<file path="src/rtl/dsky_keyboard_pkg.sv">
// DSKY keyboard shared definitions: key indices, AGC keycodes,
// scan FSM states and the index-to-keycode encoder.
package dsky_keyboard_pkg;

  localparam int NUM_KEYS = 18;

  localparam logic [4:0] KEY_VERB   = 5'd10;
  localparam logic [4:0] KEY_NOUN   = 5'd11;
  localparam logic [4:0] KEY_PLUS   = 5'd12;
  localparam logic [4:0] KEY_MINUS  = 5'd13;
  localparam logic [4:0] KEY_CLR    = 5'd14;
  localparam logic [4:0] KEY_KEYREL = 5'd15;
  localparam logic [4:0] KEY_ENTR   = 5'd16;
  localparam logic [4:0] KEY_RSET   = 5'd17;

  localparam logic [4:0] KC_ZERO   = 5'o20;
  localparam logic [4:0] KC_VERB   = 5'o21;
  localparam logic [4:0] KC_RSET   = 5'o22;
  localparam logic [4:0] KC_KEYREL = 5'o31;
  localparam logic [4:0] KC_PLUS   = 5'o32;
  localparam logic [4:0] KC_MINUS  = 5'o33;
  localparam logic [4:0] KC_ENTR   = 5'o34;
  localparam logic [4:0] KC_CLR    = 5'o36;
  localparam logic [4:0] KC_NOUN   = 5'o37;

  typedef enum logic [2:0] {
    ST_IDLE,
    ST_PRESS_DB,
    ST_PUSH,
    ST_WAIT_REL,
    ST_REL_DB
  } kbd_state_t;

  function automatic logic [4:0] encode_key(input logic [4:0] idx);
    logic [4:0] code;
    code = 5'd0;
    if (idx >= 5'd1 && idx <= 5'd9) begin
      code = idx;
    end else begin
      case (idx)
        5'd0:       code = KC_ZERO;
        KEY_VERB:   code = KC_VERB;
        KEY_NOUN:   code = KC_NOUN;
        KEY_PLUS:   code = KC_PLUS;
        KEY_MINUS:  code = KC_MINUS;
        KEY_CLR:    code = KC_CLR;
        KEY_KEYREL: code = KC_KEYREL;
        KEY_ENTR:   code = KC_ENTR;
        KEY_RSET:   code = KC_RSET;
        default:    code = 5'd0;
      endcase
    end
    return code;
  endfunction

  function automatic logic can_repeat(input logic [4:0] idx);
    return (idx <= 5'd9) || (idx == KEY_CLR);
  endfunction

endpackage

</file>
<file path="src/rtl/dsky_key_fifo.sv">
// Keycode queue: synchronous circular FIFO, power-of-two depth.
// A push into a full queue is accepted when a pop happens the same cycle.
module dsky_key_fifo #(
  parameter int DEPTH = 4,
  parameter int W     = 5
) (
  input  logic         clk,
  input  logic         reset,
  input  logic         push,
  input  logic [W-1:0] din,
  input  logic         pop,
  output logic         full,
  output logic         empty,
  output logic [W-1:0] head
);

  localparam int AW = $clog2(DEPTH);

  logic [W-1:0]  mem_q [DEPTH];
  logic [W-1:0]  mem_d [DEPTH];
  logic [AW-1:0] wr_q, wr_d;
  logic [AW-1:0] rd_q, rd_d;
  logic [AW:0]   cnt_q, cnt_d;
  logic          push_ok, pop_ok;

  assign full  = (cnt_q == (AW+1)'(DEPTH));
  assign empty = (cnt_q == '0);
  assign head  = empty ? '0 : mem_q[rd_q];

  assign pop_ok  = pop && !empty;
  assign push_ok = push && (!full || pop_ok);

  always_comb begin
    mem_d = mem_q;
    wr_d  = wr_q;
    rd_d  = rd_q;
    cnt_d = cnt_q;
    if (push_ok) begin
      mem_d[wr_q] = din;
      wr_d        = wr_q + AW'(1);
    end
    if (pop_ok) begin
      rd_d = rd_q + AW'(1);
    end
    case ({push_ok, pop_ok})
      2'b10:   cnt_d = cnt_q + (AW+1)'(1);
      2'b01:   cnt_d = cnt_q - (AW+1)'(1);
      default: cnt_d = cnt_q;
    endcase
  end

  always_ff @(posedge clk) begin
    if (reset) begin
      wr_q  <= '0;
      rd_q  <= '0;
      cnt_q <= '0;
    end else begin
      wr_q  <= wr_d;
      rd_q  <= rd_d;
      cnt_q <= cnt_d;
    end
  end

  always_ff @(posedge clk) begin
    mem_q <= mem_d;
  end

endmodule

</file>
<file path="src/rtl/dsky_keyboard.sv">
// DSKY keyboard transmitter: debounce, keycode queue for channel 015, PRO level.
// Optional key auto-repeat is enabled by defining DSKY_KBD_AUTOREPEAT_EN.
module dsky_keyboard
  import dsky_keyboard_pkg::*;
#(
  parameter int DEBOUNCE_CYCLES = 1000,
  parameter int FIFO_DEPTH      = 4
) (
  input  logic        clk,
  input  logic        reset,
  input  logic [17:0] keys,
  input  logic        pro_key,
  input  logic        chan_rd_15,
  output logic [4:0]  chan15_data,
  output logic        keyrupt_req,
  output logic        chan32_pro_n,
  output logic        key_overflow
);

  localparam int CW = $clog2(DEBOUNCE_CYCLES + 1);
  localparam logic [CW-1:0] CNT_MAX = CW'(DEBOUNCE_CYCLES - 1);

  kbd_state_t    state_q, state_d;
  logic [4:0]    idx_q, idx_d;
  logic [CW-1:0] cnt_q, cnt_d;
  logic          armed_q, armed_d;
  logic          ovf_q, ovf_d;
  logic          pro_q, pro_d;
  logic [CW-1:0] pro_cnt_q, pro_cnt_d;

  logic          onehot;
  logic [4:0]    hit_idx;
  logic [17:0]   latched;
  logic          push;
  logic          fifo_full, fifo_empty;
  logic [4:0]    fifo_head;

`ifdef DSKY_KBD_AUTOREPEAT_EN
  localparam int RW = $clog2(16 * DEBOUNCE_CYCLES + 1);
  localparam logic [RW-1:0] RPT_FIRST = RW'(16 * DEBOUNCE_CYCLES - 1);
  localparam logic [RW-1:0] RPT_NEXT  = RW'(4 * DEBOUNCE_CYCLES - 1);
  logic [RW-1:0] rpt_cnt_q, rpt_cnt_d;
  logic          rpt_first_q, rpt_first_d;
`endif

  assign onehot  = (keys != '0) && ((keys & (keys - 18'd1)) == '0);
  assign latched = 18'd1 << idx_q;

  always_comb begin
    hit_idx = 5'd0;
    for (int i = 0; i < NUM_KEYS; i++) begin
      if (keys[i]) hit_idx = 5'(i);
    end
  end

  // armed stays low after reset until all keys have been seen released
  always_comb begin
    state_d = state_q;
    idx_d   = idx_q;
    cnt_d   = cnt_q;
    push    = 1'b0;
    armed_d = armed_q | (keys == '0);
`ifdef DSKY_KBD_AUTOREPEAT_EN
    rpt_cnt_d   = rpt_cnt_q;
    rpt_first_d = rpt_first_q;
`endif
    unique case (state_q)
      ST_IDLE: begin
        if (armed_q && onehot) begin
          idx_d   = hit_idx;
          cnt_d   = '0;
          state_d = ST_PRESS_DB;
        end
      end
      ST_PRESS_DB: begin
        if (keys != latched) begin
          state_d = ST_IDLE;
        end else if (cnt_q == CNT_MAX) begin
          state_d = ST_PUSH;
        end else begin
          cnt_d = cnt_q + CW'(1);
        end
      end
      ST_PUSH: begin
        push    = 1'b1;
        state_d = ST_WAIT_REL;
`ifdef DSKY_KBD_AUTOREPEAT_EN
        rpt_cnt_d   = '0;
        rpt_first_d = 1'b1;
`endif
      end
      ST_WAIT_REL: begin
        if (keys == '0) begin
          cnt_d   = '0;
          state_d = ST_REL_DB;
        end
`ifdef DSKY_KBD_AUTOREPEAT_EN
        else if (keys == latched && can_repeat(idx_q)) begin
          if (rpt_cnt_q == (rpt_first_q ? RPT_FIRST : RPT_NEXT)) begin
            push        = 1'b1;
            rpt_cnt_d   = '0;
            rpt_first_d = 1'b0;
          end else begin
            rpt_cnt_d = rpt_cnt_q + RW'(1);
          end
        end
`endif
      end
      ST_REL_DB: begin
        if (keys != '0) begin
          state_d = ST_WAIT_REL;
        end else if (cnt_q == CNT_MAX) begin
          state_d = ST_IDLE;
        end else begin
          cnt_d = cnt_q + CW'(1);
        end
      end
      default: state_d = ST_IDLE;
    endcase
  end

  always_comb begin
    ovf_d = ovf_q | (push & fifo_full & ~chan_rd_15);
  end

  always_comb begin
    pro_d     = pro_q;
    pro_cnt_d = '0;
    if (pro_key != pro_q) begin
      if (pro_cnt_q == CNT_MAX) begin
        pro_d = pro_key;
      end else begin
        pro_cnt_d = pro_cnt_q + CW'(1);
      end
    end
  end

  always_ff @(posedge clk) begin
    if (reset) begin
      state_q   <= ST_IDLE;
      idx_q     <= '0;
      cnt_q     <= '0;
      armed_q   <= 1'b0;
      ovf_q     <= 1'b0;
      pro_q     <= 1'b0;
      pro_cnt_q <= '0;
    end else begin
      state_q   <= state_d;
      idx_q     <= idx_d;
      cnt_q     <= cnt_d;
      armed_q   <= armed_d;
      ovf_q     <= ovf_d;
      pro_q     <= pro_d;
      pro_cnt_q <= pro_cnt_d;
    end
  end

`ifdef DSKY_KBD_AUTOREPEAT_EN
  always_ff @(posedge clk) begin
    if (reset) begin
      rpt_cnt_q   <= '0;
      rpt_first_q <= 1'b1;
    end else begin
      rpt_cnt_q   <= rpt_cnt_d;
      rpt_first_q <= rpt_first_d;
    end
  end
`endif

  dsky_key_fifo #(
    .DEPTH (FIFO_DEPTH),
    .W     (5)
  ) u_fifo (
    .clk   (clk),
    .reset (reset),
    .push  (push),
    .din   (encode_key(idx_q)),
    .pop   (chan_rd_15),
    .full  (fifo_full),
    .empty (fifo_empty),
    .head  (fifo_head)
  );

  assign chan15_data  = fifo_head;
  assign keyrupt_req  = ~fifo_empty;
  assign chan32_pro_n = ~pro_q;
  assign key_overflow = ovf_q;

endmodule
</file>
<file path="config.mk">
export PLATFORM = sky130hd
export DESIGN_NAME = dsky_keyboard
export DESIGN_NICKNAME = d
export VERILOG_FILES = /design/src/rtl/dsky_keyboard_pkg.sv /design/src/rtl/dsky_key_fifo.sv /design/src/rtl/dsky_keyboard.sv
export SDC_FILE = /design/constraint.sdc
export NUM_CORES = 1
export LEC_CHECK = 0
export CORE_MARGIN = 2
export CORE_UTILIZATION = 45
export DETAILED_ROUTE_END_ITERATION = 12
export PLACE_DENSITY = 0.76
export SYNTH_ARGS = -nofsm -noshare
export SYNTH_HDL_FRONTEND = slang
export SYNTH_SLANG_ARGS = --single-unit
</file>
<file path="constraint.sdc">
create_clock -name clk -period 2.6 [get_ports clk]
set_input_delay 0.52 -clock clk [delete_from_list [all_inputs] [get_ports clk]]
set_output_delay 0.52 -clock clk [all_outputs]
set_load 0.005 [all_outputs]
</file>
==> results.sh <==
export IMPL_status="finished, final reports clean"
export IMPL_cts_made_buffers=9
export IMPL_synth_edff_count=20
export IMPL_grt_setup_unrepaired="yes"
export IMPL_drc=0
export IMPL_pre_cts_slack_ns=-0.6749
export IMPL_maxSlewViolCount=0
export IMPL_die_h_um=97.37
export IMPL_grt_pass1_wl_mm=16.59
export IMPL_setup_tns_ns=0
export IMPL_slowest_delay_ns=0.45
export IMPL_yosys_top_cells_area="dfxtp_1, edfxtp_1, nor2_1"
export IMPL_hold_worst_slack_ns=0.4571
export IMPL_layout_cells_non_filler=669
export IMPL_arrival_ns=2.79
export IMPL_dpl_cell_area_sq_um=4855
export IMPL_io_buffers=29
export IMPL_path_clk_slew_ns=0.07
export IMPL_cts_hold_buf=0
export IMPL_cts_buffer_depth=2
export IMPL_tightest_slew_ns=0.4281
export IMPL_ys_flop_type="dfxtp_1"
export IMPL_min_period_ns=2.517
export IMPL_grt_pass1_vias=3615
export IMPL_cp_start_kind="flip-flop"
export IMPL_ys_ff_latch=63
export IMPL_vias=3788
export IMPL_fill_cells=729
export IMPL_syn_num_nets=484
export IMPL_crit_slowest_cell="o41ai_4"
export IMPL_crit_fanout=11
export IMPL_irDropWorstVdd_uv=295.6
export IMPL_clock_latency_ns=0.33
export IMPL_htreeDepth=3
export IMPL_async_flop_share=0
export IMPL_cts_tree="built"
export IMPL_worst_slack_ns=0.08317
export IMPL_antenna_found_initial=0
export IMPL_cts_sinks=63
export IMPL_dp_hpwl_mm=7.294
export IMPL_p_leak_nw=1.978
export IMPL_skew_ns=0.006968
export IMPL_place_inst=639
export IMPL_area_delta_synth_final_pct=37.32
export IMPL_first_pass_iters=4
export IMPL_hold_viol_final=0
export IMPL_cap_viol_max_count=0
export IMPL_nets=586
export IMPL_syn_inst=454
export IMPL_postRouteAntennaNets=0
export IMPL_slew_headroom=0.7120
export IMPL_drt_iter0_markers=201
export IMPL_grt_overflow=0
export IMPL_drive_above_1_share=0.3209
export IMPL_wirelength_mm=10.12
export IMPL_critPathKind="reg2reg"
export IMPL_gp_congestion=0.8983
export IMPL_fin_total_pwr_mw=2.738
export IMPL_avgSynthCellArea_sq_um=8.640
export IMPL_rows=34
export IMPL_finalSetupViolations=0
export IMPL_synthTopCellsByCount="nor2_1, dfxtp_1, nand2_1, a21oi_1, o21ai_0"
export IMPL_wl_per_cell_um=15.13
export IMPL_fmax_ghz=0.3973
export IMPL_cp_cell_sequence="buf_4 -> nor4b_1 -> buf_4 -> and4b_1 -> a21oi_2 -> o41ai_4 -> nand4_1 -> or4_4 -> a21oi_2"
export IMPL_utilization=0.6268
export IMPL_synth_cell_type_count=73
export IMPL_postLayoutCellArea_sq_um=5386
export IMPL_yosysWarningCount=0
export IMPL_yosysMostFrequentCell="nor2_1"
export IMPL_core_area_sq_um=8593
export IMPL_die_x_um=97.37
export IMPL_cts_root_buf="clkbuf_8"
export IMPL_synth_top_cell_area_share=0.2195
export IMPL_yosysTopAreaCell="dfxtp_1"
export IMPL_grt_max_degree=15
export IMPL_critPathRequiredTime_ns=2.87
export IMPL_finalCritPeriodShare=0.9680
export IMPL_worst_setup_path_end_kind="flip-flop"
export IMPL_ios=30
export IMPL_power_density_nw_per_um2=508.4
export IMPL_vias_per_cell=5.662
export IMPL_diodes=0
export IMPL_dieArea_sq_um=9480
export IMPL_gr_usage_all_layers=0.2112
export IMPL_initial_core_util=0.4565
export IMPL_netlist_area_sq_um=3923
export IMPL_min_path_type="reg2reg"
export IMPL_synth_yosys_seq_area_share=0.3726
## layout make-up
type	instances	area, sq um	area share
Multi-Input combinational cell	349	2584	0.4797
Sequential cell	63	1479	0.2746
Timing Repair Buffer	121	959.7	0.1782
Clock buffer	11	152.6	0.02834
Tap cell	108	135.1	0.02509
Inverter	12	45.04	0.008362
Clock inverter	5	31.28	0.005807
## cells by family after synthesis
group,synth area share
adders and majority gates,0.03254
xor gates and xnor gates,0.04019
muxes,0.04147
and+or+nand+nor,0.2903
buffers and inverters,0.04370
DFF,0.3726
AOI/OAI and AO/OA,0.1793
## per-layer routing
metal,part of all wire,GRT usage
met5,0,0
met3,0.039,0.03525
met1,0.43,0.2649
met2,0.51,0.3692
met4,0.021,0.06944
## cells in the final DEF, fill, tap and decap left out, drive strengths merged, types with 4 or more instances in the layout
master	count
and2	15
nand2	39
nand3b	4
nand3	14
nor2	50
a211oi	4
mux2i	5
nor4b	5
clkinv	4
nand2b	14
nor2b	10
or4	4
inv	12
nor3	17
a2111oi	4
dlygate4sd2	8
nor4	7
or2	6
clkdlybuf4s50	11
xnor2	10
o31ai	5
mux4	5
dfxtp	43
nand4	6
buf	93
clkbuf	17
or3	7
a21oi	25
xor2	8
o21ai	23
edfxtp	20
ha	7
## repair_timing
item	4_1_cts	5_1_grt
resized for setup	58	48
endpoints found under the setup margin	26	18
setup buffers	8	6
pin swaps	19	24
## sequential cells by signal, indices dropped and copies added, names as in the netlist, named ones only
name,flops
armed_q,1
cnt_q,10
idx_q,5
key_overflow,1
pro_cnt_q,10
pro_q,1
state_q,3
u_fifo.cnt_q,3
u_fifo.mem_q,20
u_fifo.rd_q,2
u_fifo.wr_q,2
## worst paths after layout
check,start,end,slack (ns),cells past startpoint
max,idx_q[4],cnt_q[8],0.08,9
min,pro_cnt_q[0],pro_cnt_q[0],0.46,1
max reg2reg,idx_q[4],cnt_q[8],0.08,9
min reg2reg,pro_cnt_q[0],pro_cnt_q[0],0.46,1
## report_power, final
| group | total, mW | internal, mW | switching (mW) |
|---|---|---|---|
| registers | 1.15 | 1.07 | 0.0811 |
| clock network | 0.788 | 0.401 | 0.387 |
| logic | 0.800 | 0.426 | 0.375 |
| total | 2.74 | 1.90 | 0.843 |
## worst max-delay path, delay by kind of cell, from the launching register on
family / cells / cell delay [ns]
AND/OR/NAND/NOR: 4 / 1.10
buffers and inverters: 2 / 0.32
flip-flops: 1 / 0.40
AO/OA/AOI/OAI: 3 / 0.63
No activity file was read; power rests on OpenSTA's default activity.
